[config.mk]
export PLATFORM = sky130hd
export DESIGN_NAME = hamming_rx_ctrl_flat
export DESIGN_NICKNAME = d
export VERILOG_FILES = /design/src/rtl/hamming_rx_ctrl_if.sv /design/src/rtl/hamming_rx_ctrl.sv /design/src/flat_wrapper.sv
export SDC_FILE = /design/constraint.sdc
export NUM_CORES = 1
export LEC_CHECK = 0
export BUFFER_PORTS_ARGS = -buffer_cell sky130_fd_sc_hd__buf_2
export CAP_MARGIN = 10
export CORE_MARGIN = 3
export CORE_UTILIZATION = 48
export DETAILED_ROUTE_END_ITERATION = 8
export PLACE_DENSITY = 0.8
export SYNTH_ARGS = -nofsm -noshare
export SYNTH_HDL_FRONTEND = slang
export SYNTH_SLANG_ARGS = --single-unit
[constraint.sdc]
create_clock -name clk -period 2.31 [get_ports clk]
set_input_delay 0.231 -clock clk [delete_from_list [all_inputs] [get_ports clk]]
set_output_delay 0.231 -clock clk [all_outputs]
set_load 0.01 [all_outputs]
[src/rtl/hamming_rx_ctrl_if.sv]
// Handshake bundle for the Hamming(7,4) receive controller.
// Input side : in_valid/in_ready carry a 7-bit codeword plus the corr_en mode bit.
// Output side: out_valid/out_ready carry the 4 data bits, syndrome and corrected flag.
// master = producer/consumer environment, slave = the controller.
interface hamming_rx_ctrl_if;
  localparam int unsigned CODE_W = 7;
  localparam int unsigned DATA_W = 4;
  localparam int unsigned SYN_W  = 3;

  logic              in_valid;
  logic              in_ready;
  logic [CODE_W-1:0] in_code;
  logic              corr_en;
  logic              out_valid;
  logic              out_ready;
  logic [DATA_W-1:0] out_data;
  logic [SYN_W-1:0]  out_syn;
  logic              out_corr;

  modport master (
    output in_valid, in_code, corr_en, out_ready,
    input  in_ready, out_valid, out_data, out_syn, out_corr
  );

  modport slave (
    input  in_valid, in_code, corr_en, out_ready,
    output in_ready, out_valid, out_data, out_syn, out_corr
  );
endinterface

[src/rtl/hamming_rx_ctrl.sv]
// Hamming(7,4) receive sequencing controller.
// Registers one codeword per transaction, computes its syndrome, optionally
// corrects a single-bit error, and returns the data bits with status.
// Ports:
//   clk       - rising-edge clock
//   rst       - synchronous active-high reset
//   bus       - slave side of hamming_rx_ctrl_if (input and output handshakes)
//   err_count - saturating count of words that had a bit corrected
module hamming_rx_ctrl #(
  parameter int unsigned CNT_W = 8
) (
  input  logic             clk,
  input  logic             rst,
  hamming_rx_ctrl_if.slave bus,
  output logic [CNT_W-1:0] err_count
);
  localparam int unsigned CODE_W = 7;
  localparam int unsigned DATA_W = 4;
  localparam int unsigned SYN_W  = 3;

  typedef enum logic [1:0] {IDLE, CHECK, FIX, OUT} state_t;

  state_t            state;
  state_t            state_nxt;
  logic [CODE_W-1:0] w;
  logic [CODE_W-1:0] w_fix;
  logic [SYN_W-1:0]  syn;
  logic              in_ready;
  logic              out_valid;
  logic [DATA_W-1:0] out_data;
  logic [SYN_W-1:0]  out_syn;
  logic              out_corr;

  function automatic logic [DATA_W-1:0] extract(input logic [CODE_W-1:0] x);
    return {x[6], x[5], x[4], x[2]};
  endfunction

  // Syndrome of the held word and the word with the indicated bit flipped.
  always_comb begin
    syn[0] = w[0] ^ w[2] ^ w[4] ^ w[6];
    syn[1] = w[1] ^ w[2] ^ w[5] ^ w[6];
    syn[2] = w[3] ^ w[4] ^ w[5] ^ w[6];
    w_fix  = w;
    if (syn != SYN_W'(0)) begin
      w_fix = w ^ CODE_W'(CODE_W'(1) << (syn - SYN_W'(1)));
    end
  end

  // Next-state logic.
  always_comb begin
    state_nxt = state;
    case (state)
      IDLE:    if (bus.in_valid && in_ready) state_nxt = CHECK;
      CHECK:   state_nxt = ((syn != SYN_W'(0)) && bus.corr_en) ? FIX : OUT;
      FIX:     state_nxt = OUT;
      OUT:     if (bus.out_ready) state_nxt = IDLE;
      default: state_nxt = IDLE;
    endcase
  end

  // State register, registered handshake flags and datapath.
  always_ff @(posedge clk) begin
    if (rst) begin
      state     <= IDLE;
      in_ready  <= 1'b1;
      out_valid <= 1'b0;
      w         <= '0;
      out_data  <= '0;
      out_syn   <= '0;
      out_corr  <= 1'b0;
      err_count <= '0;
    end else begin
      state     <= state_nxt;
      in_ready  <= (state_nxt == IDLE);
      out_valid <= (state_nxt == OUT);
      case (state)
        IDLE: begin
          if (bus.in_valid && in_ready) begin
            w        <= bus.in_code;
            out_corr <= 1'b0;
          end
        end
        CHECK: begin
          out_syn <= syn;
          if (state_nxt == OUT) out_data <= extract(w);
        end
        FIX: begin
          w        <= w_fix;
          out_data <= extract(w_fix);
          out_corr <= 1'b1;
          if (err_count != '1) err_count <= err_count + CNT_W'(1);
        end
        default: ;
      endcase
    end
  end

  assign bus.in_ready  = in_ready;
  assign bus.out_valid = out_valid;
  assign bus.out_data  = out_data;
  assign bus.out_syn   = out_syn;
  assign bus.out_corr  = out_corr;
endmodule
[src/flat_wrapper.sv]
// flat-port wrapper written by rule: the top's interface ports become plain ports
module hamming_rx_ctrl_flat 
#(
  parameter int unsigned CNT_W = 8
)
  (clk, rst, err_count, bus_in_valid, bus_in_code, bus_corr_en, bus_out_ready, bus_in_ready, bus_out_valid, bus_out_data, bus_out_syn, bus_out_corr);
  hamming_rx_ctrl_if bus_i ();
  input  logic clk;
  input  logic rst;
  output logic [CNT_W-1:0] err_count;
  input wire logic [$bits(bus_i.in_valid)-1:0] bus_in_valid;
  input wire logic [$bits(bus_i.in_code)-1:0] bus_in_code;
  input wire logic [$bits(bus_i.corr_en)-1:0] bus_corr_en;
  input wire logic [$bits(bus_i.out_ready)-1:0] bus_out_ready;
  output wire logic [$bits(bus_i.in_ready)-1:0] bus_in_ready;
  output wire logic [$bits(bus_i.out_valid)-1:0] bus_out_valid;
  output wire logic [$bits(bus_i.out_data)-1:0] bus_out_data;
  output wire logic [$bits(bus_i.out_syn)-1:0] bus_out_syn;
  output wire logic [$bits(bus_i.out_corr)-1:0] bus_out_corr;
  assign bus_i.in_valid = bus_in_valid;
  assign bus_i.in_code = bus_in_code;
  assign bus_i.corr_en = bus_corr_en;
  assign bus_i.out_ready = bus_out_ready;
  assign bus_in_ready = bus_i.in_ready;
  assign bus_out_valid = bus_i.out_valid;
  assign bus_out_data = bus_i.out_data;
  assign bus_out_syn = bus_i.out_syn;
  assign bus_out_corr = bus_i.out_corr;
  hamming_rx_ctrl #(.CNT_W(CNT_W)) u_core (.clk(clk), .rst(rst), .bus(bus_i), .err_count(err_count));
endmodule
==> results of run 1 <==
[synthesized netlist by cell type (2+ instances only)]
cell / number / area share [%]
xnor2_1: 7 / 4.1
clkbuf_1: 7 / 1.8
nor2_1: 21 / 5.3
o31ai_1: 2 / 1.0
nor2b_1: 2 / 0.84
xor2_1: 5 / 3.0
nand2_1: 16 / 4.0
nand3_1: 13 / 4.4
ha_1: 3 / 2.5
mux2i_1: 2 / 1.3
or2_2: 2 / 0.84
nand4_1: 2 / 0.84
nor3_1: 3 / 1.0
xor2_2: 2 / 2.2
o311ai_0: 2 / 1.2
a31oi_1: 5 / 2.1
and3_1: 3 / 1.3
o211ai_1: 3 / 1.5
buf_2: 2 / 0.67
a22oi_1: 2 / 1.0
nand2b_1: 3 / 1.3
a21oi_1: 14 / 4.7
dfxtp_1: 27 / 36
a21boi_0: 2 / 1.0
a211oi_1: 3 / 1.5
inv_1: 4 / 1.0
o21ai_0: 10 / 3.4
[worst min-delay path: stages]
cell and delay (ns):
buf_2 0.10, nand2_1 0.04, a31oi_1 0.07
[cell type report]
class	count	area [um^2]	share of cell area [%]
inverter	4	15.0	0.830
sequential	27	547	30.2
multi-input combinational	143	906	50.1
clock buffer	3	22.5	1.24
timing repair buffer	46	273	15.1
clock inverter	1	7.51	0.415
tap	31	38.8	2.14
[state kept, by name, summed over array words and instances (netlist names)]
register              flops
u_core.bus.out_corr       1
u_core.bus.out_data       4
u_core.bus.out_syn        3
u_core.err_count          8
u_core.w                  7
u_core.bus.out_valid      1
u_core.bus.in_ready       1
u_core.state              2
[cells by family (layout without fill, tap and decap cells)]
logic type / after synthesis / in the layout / synth area share, %
flip-flops: 27 / 27 / 36.4
AND/OR/NAND/NOR: 71 / 71 / 22.7
XOR/XNOR: 14 / 14 / 9.27
buffers and inverters: 14 / 54 / 3.96
multiplexers: 3 / 3 / 2.36
AO/OA/AOI/OAI: 52 / 52 / 22.8
adder cells (fa/ha/maj): 3 / 3 / 2.53
[how the worst max path moves through the flow]
stage | end | slack [ns] | depth (start not counted)
after global placement | u_core.bus.out_data[1] | 0.15 | 9
after floorplan | u_core.bus.out_data[0] | 0.06 | 10
after CTS | u_core.bus.out_data[1] | 0.007 | 11
final | u_core.bus.out_data[2] | 0.19 | 9
after detailed placement | u_core.bus.out_data[1] | 0.03 | 9
after global routing | u_core.bus.out_data[1] | 0.002 | 11
[what timing repair did]
item / 4_1_cts / 5_1_grt
setup endpoints to repair: 1 / 11
buffers inserted: 0 / 1
gates resized for setup: 1 / 11
pin swaps: 0 / 1
[metrics by stage]
step | cell area, um^2 | hold slack, ns
6_report | 1810 | 0.145
5_1_grt | 1810 | 0.157
4_1_cts | 1780 | 0.139
3_5_place_dp | 1740 | 0.478
3_3_place_gp | 1740 | 0.457
2_1_floorplan | 1480 | 0.391
[layer usage]
layer | part of all wire [%] | GRT usage [%] | vias to the layer above | wire, um
met5 | 0 | 0 | - | 0
met4 | 2.2 | 8.79 | 0 | 78
met3 | 5.6 | 3.56 | 8 | 199
met2 | 45 | 30.0 | 44 | 1590
met1 | 47 | 28.4 | 682 | 1680
li1 | - | - | 744 | -
[power by group through the flow]
stage          logic, uW  clock network, uW  registers (uW)
3_3_place_gp        1440                  0             719
5_1_grt             1810                246             744
6_report            1650                210             722
3_5_place_dp        1480                  0             723
2_1_floorplan        957                  0             700
4_1_cts             1520                219             711
==> impl_metrics.tcl, run 1 <==
set metrics [dict create \
    status "completed" \
    grt-ovfl-total 0 \
    synth-edff-count 0 \
    synth_area_per_cell_um2 8.06 \
    cellPowerDensity_mw_per_mm2 1430 \
    utilization_pct 63.4 \
    finalSetupViolCount 0 \
    crit_slowest_cell "dfxtp_2" \
    cp_slowest_stage_delay_ns 0.45 \
    layout-drive-gt1-share_pct 28.6 \
    swShare_pct 45.4 \
    p_leak_uw 0.000762 \
    stdcell_count 255 \
    initial_utilization_pct 52.0 \
    n_fill_cell 269 \
    drc 0 \
    io_buffers 29 \
    dp_hpwl_mm 2.71 \
    ys_seq_area_share_pct 36.4 \
    start_kind "register" \
    p_switching_uw 1180 \
    tritoncts "done" \
    grt_max_degree 28 \
    synth.cell_area_mm2 0.00148 \
    synth_warnings 0 \
    drv_slew 0 \
    cap_violations 0 \
    crit_path_end_kind "register" \
    cts_made_buffers 3 \
    synth_cell_types 44 \
    die_y_um 61.6 \
    dieWidth_um 61.6 \
    synth_seq_cells 27 \
    synth-async-reset-ratio_pct 0 \
    cts_buffer_depth 2 \
    area_growth_pct 21.9 \
    worstSetupPathType "register to register" \
    grt_pass1_vias 1259 \
    rrSetupSlack_ns 0.19 \
    wl_per_cell_um 13.9 \
    drt_pass1_iterations 4 \
    p_comb_share_pct 64.0 \
    clock_latency_ns 0.33 \
    fmax_mhz 472 \
    cp.arrival_ns 2.33 \
    holdPathStages 3 \
    diodes 0 \
    viasPerCell 5.80 \
    dp_slack_ns 0.0316 \
    power_uw 2590 \
    worstRegToRegCells 9 \
    gp_congestion 0.994 \
    tns_ns 0 \
    crit_family "compound AO/OA/AOI/OAI gates" \
    clk_pin_slew_ns 0.15 \
    hp-class "primary input to register" \
    seqPwrFrac_pct 27.9 \
    place_inst 250 \
    initialDrtViolationCount 65 \
    root_buffer "clkbuf_4" \
    grt_pass1_wl_mm 5.73 \
    rr_endpoint "u_core.bus.out_data[2]" \
    antenna_found_initial 0 \
    hold_path_end "u_core.w[4]" \
    path_buf_inv 1 \
    cts_sinks 27 \
    final_cell_mix "buf_2 (29), dfxtp_1 (24), nor2_1 (20), buf_4 (17), nand2_1 (16)" \
    crit_chain "xor2_1 -> nand3_1 -> o21ai_2 -> ha_2 -> buf_4 -> o21ai_0 -> nand3_1 -> o21ai_0 -> a21oi_1" \
    die_area_mm2 0.00379 \
    drtAntennaViolNets 0 \
    worstPathMaxFanout 8 \
    hold_start "bus_in_code[4]" \
    top_level_ports 30 \
    num_rows 19 \
    postCtsHoldBufs 0 \
    reg2reg_from "u_core.w[5]" \
    critPathLaunch "u_core.w[5]" \
    final_nets 240 \
    worst_pin_slew_ns 0.529 \
    peakVddDrop_v 0.000980 \
    coreArea_mm2 0.00285 \
    hold_viol 0 \
    netlist_instances 184 \
    fin_skew_ns 0.00443 \
    cts_max_level 1 \
    syn-num-nets 199 \
    relSlewSlack_pct 64.7 \
    fin_ws_ns 0.190 \
    power_frac_clock_pct 8.1 \
    grt_use_total_pct 20.2 \
    min_period_ns 2.12 \
    finalCritPeriodShare_pct 91.8 \
    layout_commonest_cell "buf_2" \
    finalWirelength_mm 3.55 \
    p_int_uw 1410 \
    vias 1478 \
    synthFlopType "dfxtp_1" \
    critPathRequiredTime_ns 2.52 \
    grt_setup_unrepaired "no" \
]
No activity file was read; power rests on OpenSTA's default activity.
==> run 2: changes to the inputs <==
Settings changed: ABC_AREA from default to 1, CORE_ASPECT_RATIO from default to 1.4, CORE_UTILIZATION 48 to 49, PLACE_DENSITY 0.8 to 0.81.
==> run 2 against run 1 <==
  * Sequential share of layout area up 1.4 points
  * Combinational power increased by 15%
  * Power rose by 15%
  * Highest routed layer unchanged
  * Register-to-register slack improved by 0.03 ns
  * Worst setup slack gained 0.030 ns
==> impl_metrics.tcl, run 2 <==
set metrics [dict create \
    diodes 0 \
    crit_path_end_kind "register" \
    grt_pass1_wl_mm 6.05 \
    synth_seq_cells 27 \
    p_leak_uw 0.000851 \
    viasPerCell 5.14 \
    start_kind "register" \
    layout-drive-gt1-share_pct 23.9 \
    die_area_mm2 0.00374 \
    synth_area_per_cell_um2 6.67 \
    top_level_ports 30 \
    cp.arrival_ns 2.30 \
    drc 0 \
    synth_top_area_share_pct 36.3 \
    crit_family "simple AND/OR/NAND/NOR gates" \
    clk_pin_slew_ns 0.09 \
    syn-num-nets 238 \
    coreArea_mm2 0.00288 \
    area_growth_pct 15.4 \
    antenna_found_initial 0 \
    critPathRequiredTime_ns 2.52 \
    initialDrtViolationCount 53 \
    crit_slowest_cell "dfxtp_1" \
    fmax_mhz 478 \
    layout_commonest_cell "nand2_1" \
    holdPathStages 3 \
    peakVddDrop_v 0.000866 \
    grt-ovfl-total 0 \
    worst_pin_slew_ns 0.329 \
    cts_buffer_depth 2 \
    die_y_um 71.2 \
    grt_max_degree 20 \
    wl_per_cell_um 12.3 \
    cp_slowest_stage_delay_ns 0.47 \
    initial_utilization_pct 51.7 \
    synth_cell_types 23 \
    synth_warnings 0 \
    hold_path_end "u_core.w[1]" \
    drtAntennaViolNets 0 \
    synth-async-reset-ratio_pct 0 \
    vias 1480 \
    fin_skew_ns 0.00228 \
    drv_slew 0 \
    power_uw 2960 \
    drt_pass1_iterations 4 \
    grt_pass1_vias 1370 \
    cpMostUsedCell "nand2_1" \
    cellPowerDensity_mw_per_mm2 1730 \
    synth.cell_area_mm2 0.00149 \
    status "completed" \
    cts_setup_buffers 0 \
    netlist_instances 223 \
    postCtsHoldBufs 0 \
    synthFlopType "dfxtp_1" \
    synth_area_leaders "dfxtp_1 (36%), nand2_1 (11%), a21oi_1 (6.7%), nor2_1 (5.6%), nand3_1 (5.4%)" \
    largest_reg_flops 8 \
    top_register "u_core.err_count" \
    worstRegToRegCells 12 \
    post_cts_resized 0 \
    path_buf_inv 1 \
    root_buffer "clkbuf_8" \
    final_nets 267 \
    reg2reg_from "u_core.w[2]" \
    crit_chain "inv_2 -> nand2_1 -> nand2_1 -> nand2_1 -> nand2_1 -> nor2_1 -> ha_1 -> nor2_2 -> nand3_1 -> nand2_1 -> nand3_1 -> a21oi_1" \
    min_period_ns 2.09 \
    worstSetupPathType "register to register" \
    rr_endpoint "u_core.bus.out_data[2]" \
    cts_max_level 1 \
    relSlewSlack_pct 78.1 \
    yosysMostFrequentCell "nand2_1" \
    tns_ns 0 \
    yosys.area_share.simple_pct 27.5 \
    synth.area.mux_share_pct 0 \
    synth-edff-count 0 \
    synth_compound_area_share_pct 19.1 \
    synth_top_family_by_area "simple AND/OR/NAND/NOR gates" \
    finalSetupViolCount 0 \
    synth_top_area_cell "dfxtp_1" \
    rrSetupSlack_ns 0.22 \
    grt_use_total_pct 21.2 \
    cts_sinks 27 \
    finalCritPeriodShare_pct 90.5 \
    num_rows 23 \
    cts_made_buffers 3 \
    clock_latency_ns 0.28 \
    cap_violations 0 \
    dp_hpwl_mm 2.78 \
    io_buffers 29 \
    hold_start "bus_in_code[1]" \
    synth_xor_area_share_pct 4.12 \
    dieWidth_um 52.6 \
    gp_congestion 0.904 \
    tritoncts "done" \
    synth_fa_ha_area_share_pct 2.52 \
    grt_setup_unrepaired "no" \
    worstPathMaxFanout 8 \
    finalWirelength_mm 3.55 \
    final_cell_mix "nand2_1 (43), buf_2 (29), dfxtp_1 (25), nor2_1 (21), a21oi_1 (20)" \
    largestRegisters "u_core.err_count: 8 flops, u_core.w: 7 flops, u_core.bus.out_data: 4 flops" \
    synth_common_cells "nand2_1 (43), dfxtp_1 (27), nor2_1 (22), a21oi_1 (20), inv_2 (17)" \
    hp-class "primary input to register" \
    ys_seq_area_share_pct 36.3 \
    hold_viol 0 \
]
==> run 2: how the worst max path moves through the flow <==
stage                startpoint  cells past startpoint                      to  slack (ns)
floorplan           u_core.w[6]                     13  u_core.bus.out_data[3]        0.32
global placement    u_core.w[6]                     12  u_core.bus.out_data[2]        0.15
detailed placement  u_core.w[6]                     12  u_core.bus.out_data[1]        0.12
CTS                 u_core.w[6]                     12  u_core.bus.out_data[1]        0.09
global route        u_core.w[2]                     13             u_core.w[0]        0.01
finish              u_core.w[2]                     12  u_core.bus.out_data[2]        0.22
==> run 2: per-layer routing <==
metal	GRT usage, %	share of wire (%)	vias up
li1	-	-	783
met1	23.9	40	659
met2	37.7	53	30
met3	3.58	4.1	8
met4	9.09	2.3	0
met5	0	0	-
==> run 2: cell families (layout without fill, tap and decap cells) <==
family | after synthesis | count (layout)
XOR/XNOR | 7 | 7
AND/OR/NAND/NOR | 94 | 94
buffers and inverters | 40 | 68
flip-flops | 27 | 27
AO/OA/AOI/OAI | 52 | 52
adder cells (fa/ha/maj) | 3 | 3
==> run 2: area by class of cell <==
type	count	area [um^2]
clock buffer	4	45.0
fill	286	1160
sequential	27	543
timing repair buffer	31	160
tap	37	46.3
multi-input combinational	156	798
inverter	33	124
==> run 2: worst register-to-register path, stage by stage, from the launching register on <==
cell and delay (ns):
dfxtp_1 0.47, inv_2 0.08, nand2_1 0.08, nand2_1 0.08, nand2_1 0.10, nand2_1 0.08, nor2_1 0.16, ha_1 0.33
nor2_2 0.24, nand3_1 0.11, nand2_1 0.07, nand3_1 0.09, a21oi_1 0.15
==> run 2: metrics by stage <==
stage | area (um^2) | instances | utilization, % | hold WS (ns) | worst slack, ns
4_1_cts | 1710 | 288 | 59.3 | 0.240 | 0.0917
6_report | 1720 | 288 | 59.7 | 0.233 | 0.219
2_1_floorplan | 1490 | 223 | - | 0.425 | 0.324
5_1_grt | 1720 | 288 | 59.7 | 0.235 | 0.0109
3_5_place_dp | 1660 | 284 | 57.8 | 0.477 | 0.117
3_3_place_gp | 1660 | 284 | 57.8 | 0.455 | 0.151
==> run 2: where the power goes <==
part / switching (uW) / total [uW] / internal [uW]
combinational: 1240 / 1900 / 657
clock: 149 / 272 / 124
sequential: 167 / 789 / 622
==> run 3: changes to the inputs <==
Settings changed: CORE_ASPECT_RATIO 1.4 to 0.75.
==> run 3 against run 2 <==
  * Die area hardly changed
  * Routed wire length increased by 2.3%
  * Global-route usage shrank 1.4 points
  * Largest cell class unchanged
  * Sequential power is 1% higher
  * Worst setup slack got worse by 0.00084 ns
  * Clock power is 3% lower
  * Clock skew rose by 0.0034 ns
  * Hold slack gained 0.0041 ns
  * Via count is 2.5% higher
  * Cell count is the same
==> impl_metrics.tcl, run 3 (synthesis gave the netlist of run 2 again) <==
set metrics [dict create \
    layout-drive-gt1-share_pct 25.0 \
    cts_made_buffers 3 \
    final_cell_mix "nand2_1 (43), buf_2 (29), dfxtp_1 (24), nor2_1 (21), a21oi_1 (20)" \
    status "completed" \
    top_register "u_core.err_count" \
    antenna_found_initial 0 \
    fmax_mhz 478 \
    finalWirelength_mm 3.63 \
    drt_pass1_iterations 4 \
    wl_per_cell_um 12.6 \
    top_level_ports 30 \
    cp.arrival_ns 2.29 \
    layout_commonest_cell "nand2_1" \
    initialDrtViolationCount 155 \
    die_area_mm2 0.00374 \
    largestRegisters "u_core.err_count: 8 flops, u_core.w: 7 flops, u_core.bus.out_data: 4 flops" \
    viasPerCell 5.27 \
    hold_viol 0 \
    final_nets 268 \
    cts_buffer_depth 2 \
    cts_max_level 1 \
    cellPowerDensity_mw_per_mm2 1750 \
    n_fill_cell 252 \
    peakVddDrop_v 0.000939 \
    coreArea_mm2 0.00274 \
    cap_violations 0 \
    drv_slew 0 \
    grt_use_total_pct 19.8 \
    die_y_um 53.7 \
    crit_path_end_kind "register" \
    grt-ovfl-total 0 \
    multi_input_area_um2 798 \
    hp-class "primary input to register" \
    cts_setup_buffers 0 \
    drc 0 \
    tns_ns 0 \
    worstPathMaxFanout 7 \
    min_period_ns 2.09 \
    gp_congestion 0.997 \
    drtAntennaViolNets 0 \
    dieWidth_um 69.6 \
    dp_slack_ns 0.0977 \
    root_buffer "clkbuf_8" \
    relSlewSlack_pct 76.7 \
    diodes 0 \
    critPathRequiredTime_ns 2.51 \
    grt_max_degree 20 \
    clock_latency_ns 0.27 \
    clk_pin_slew_ns 0.09 \
    postCtsHoldBufs 0 \
    cts_sinks 27 \
    worst_pin_slew_ns 0.349 \
    p_leak_uw 0.000858 \
    initial_utilization_pct 54.2 \
    grt_pass1_vias 1256 \
    post_cts_resized 0 \
    fin_skew_ns 0.00564 \
    grt_pass1_wl_mm 5.93 \
    worstSetupPathType "register to register" \
    start_kind "register" \
    tritoncts "done" \
    seq_area_um2 544 \
    vias 1517 \
    grt_setup_unrepaired "no" \
    num_rows 16 \
    finalSetupViolCount 0 \
    dp_hpwl_mm 2.73 \
    area_growth_pct 16.0 \
    finalCritPeriodShare_pct 90.5 \
    fin_ws_ns 0.219 \
    io_buffers 29 \
    largest_reg_flops 8 \
]
[run 3: cell count changes in the layout (fill, tap and decap cells not counted)]
| cell | previous run | this run |
|---|---|---|
| buf_4 | 2 | 3 |
| clkinv_2 | 0 | 1 |
| dfxtp_1 | 25 | 24 |
| dfxtp_2 | 2 | 3 |
| clkbuf_1 | 1 | 0 |
[run 3: critical path, cell delays in order (launching register included)]
cell and delay (ns):
dfxtp_1 0.49, inv_2 0.10, nand2_1 0.07, nand2_1 0.06, nand2_1 0.10, nand2_1 0.07
nor2_1 0.14, ha_1 0.32, nor2_2 0.23, nand3_1 0.12, nand2_1 0.07, nand3_1 0.11
a21oi_1 0.15
[run 3: final cells by class]
cell class,count,area share [%]
Sequential cell,27,31.5
Inverter,33,7.18
Tap cell,36,2.61
Clock inverter,1,0.290
Timing Repair Buffer,32,9.72
Multi-Input combinational cell,156,46.3
Clock buffer,3,2.39
[run 3: report_power, final]
part | internal (uW) | leakage (uW) | total, uW | switching, uW
clock | 121 | 0.0000255 | 263 | 142
sequential | 624 | 0.000222 | 800 | 175
combinational | 690 | 0.000611 | 1960 | 1270
total | 1440 | 0.000858 | 3020 | 1590
[run 3: path summary, 6_finish.rpt]
path	slack, ns	depth (start not counted)	endpoint	start
worst max-delay path	0.22	12	u_core.bus.out_data[1]	u_core.w[5]
worst min-delay path	0.24	3	u_core.w[1]	bus_in_code[1]
worst max register to register	0.22	12	u_core.bus.out_data[1]	u_core.w[5]
worst min register to register	0.46	2	u_core.bus.out_corr	u_core.bus.out_corr
[run 3: per-layer routing]
metal	share of wire, %	vias up	track usage (%)	wire length [um]
li1	-	788	-	-
met1	50	663	30.2	1820
met2	40	64	28.2	1450
met3	9.5	2	5.22	344
met4	0.33	0	2.87	12
met5	0	-	0	0
[run 3: per-stage QoR]
stage	power, uW	std cells	utilization (%)	area, um^2	hold slack (ns)
after global placement	2650	284	60.9	1670	0.450
after floorplan	2150	223	-	1490	0.425
after global routing	3280	288	62.9	1730	0.257
after detailed placement	2660	284	60.9	1670	0.449
final	3020	288	62.9	1730	0.237
after CTS	2940	288	62.5	1720	0.233
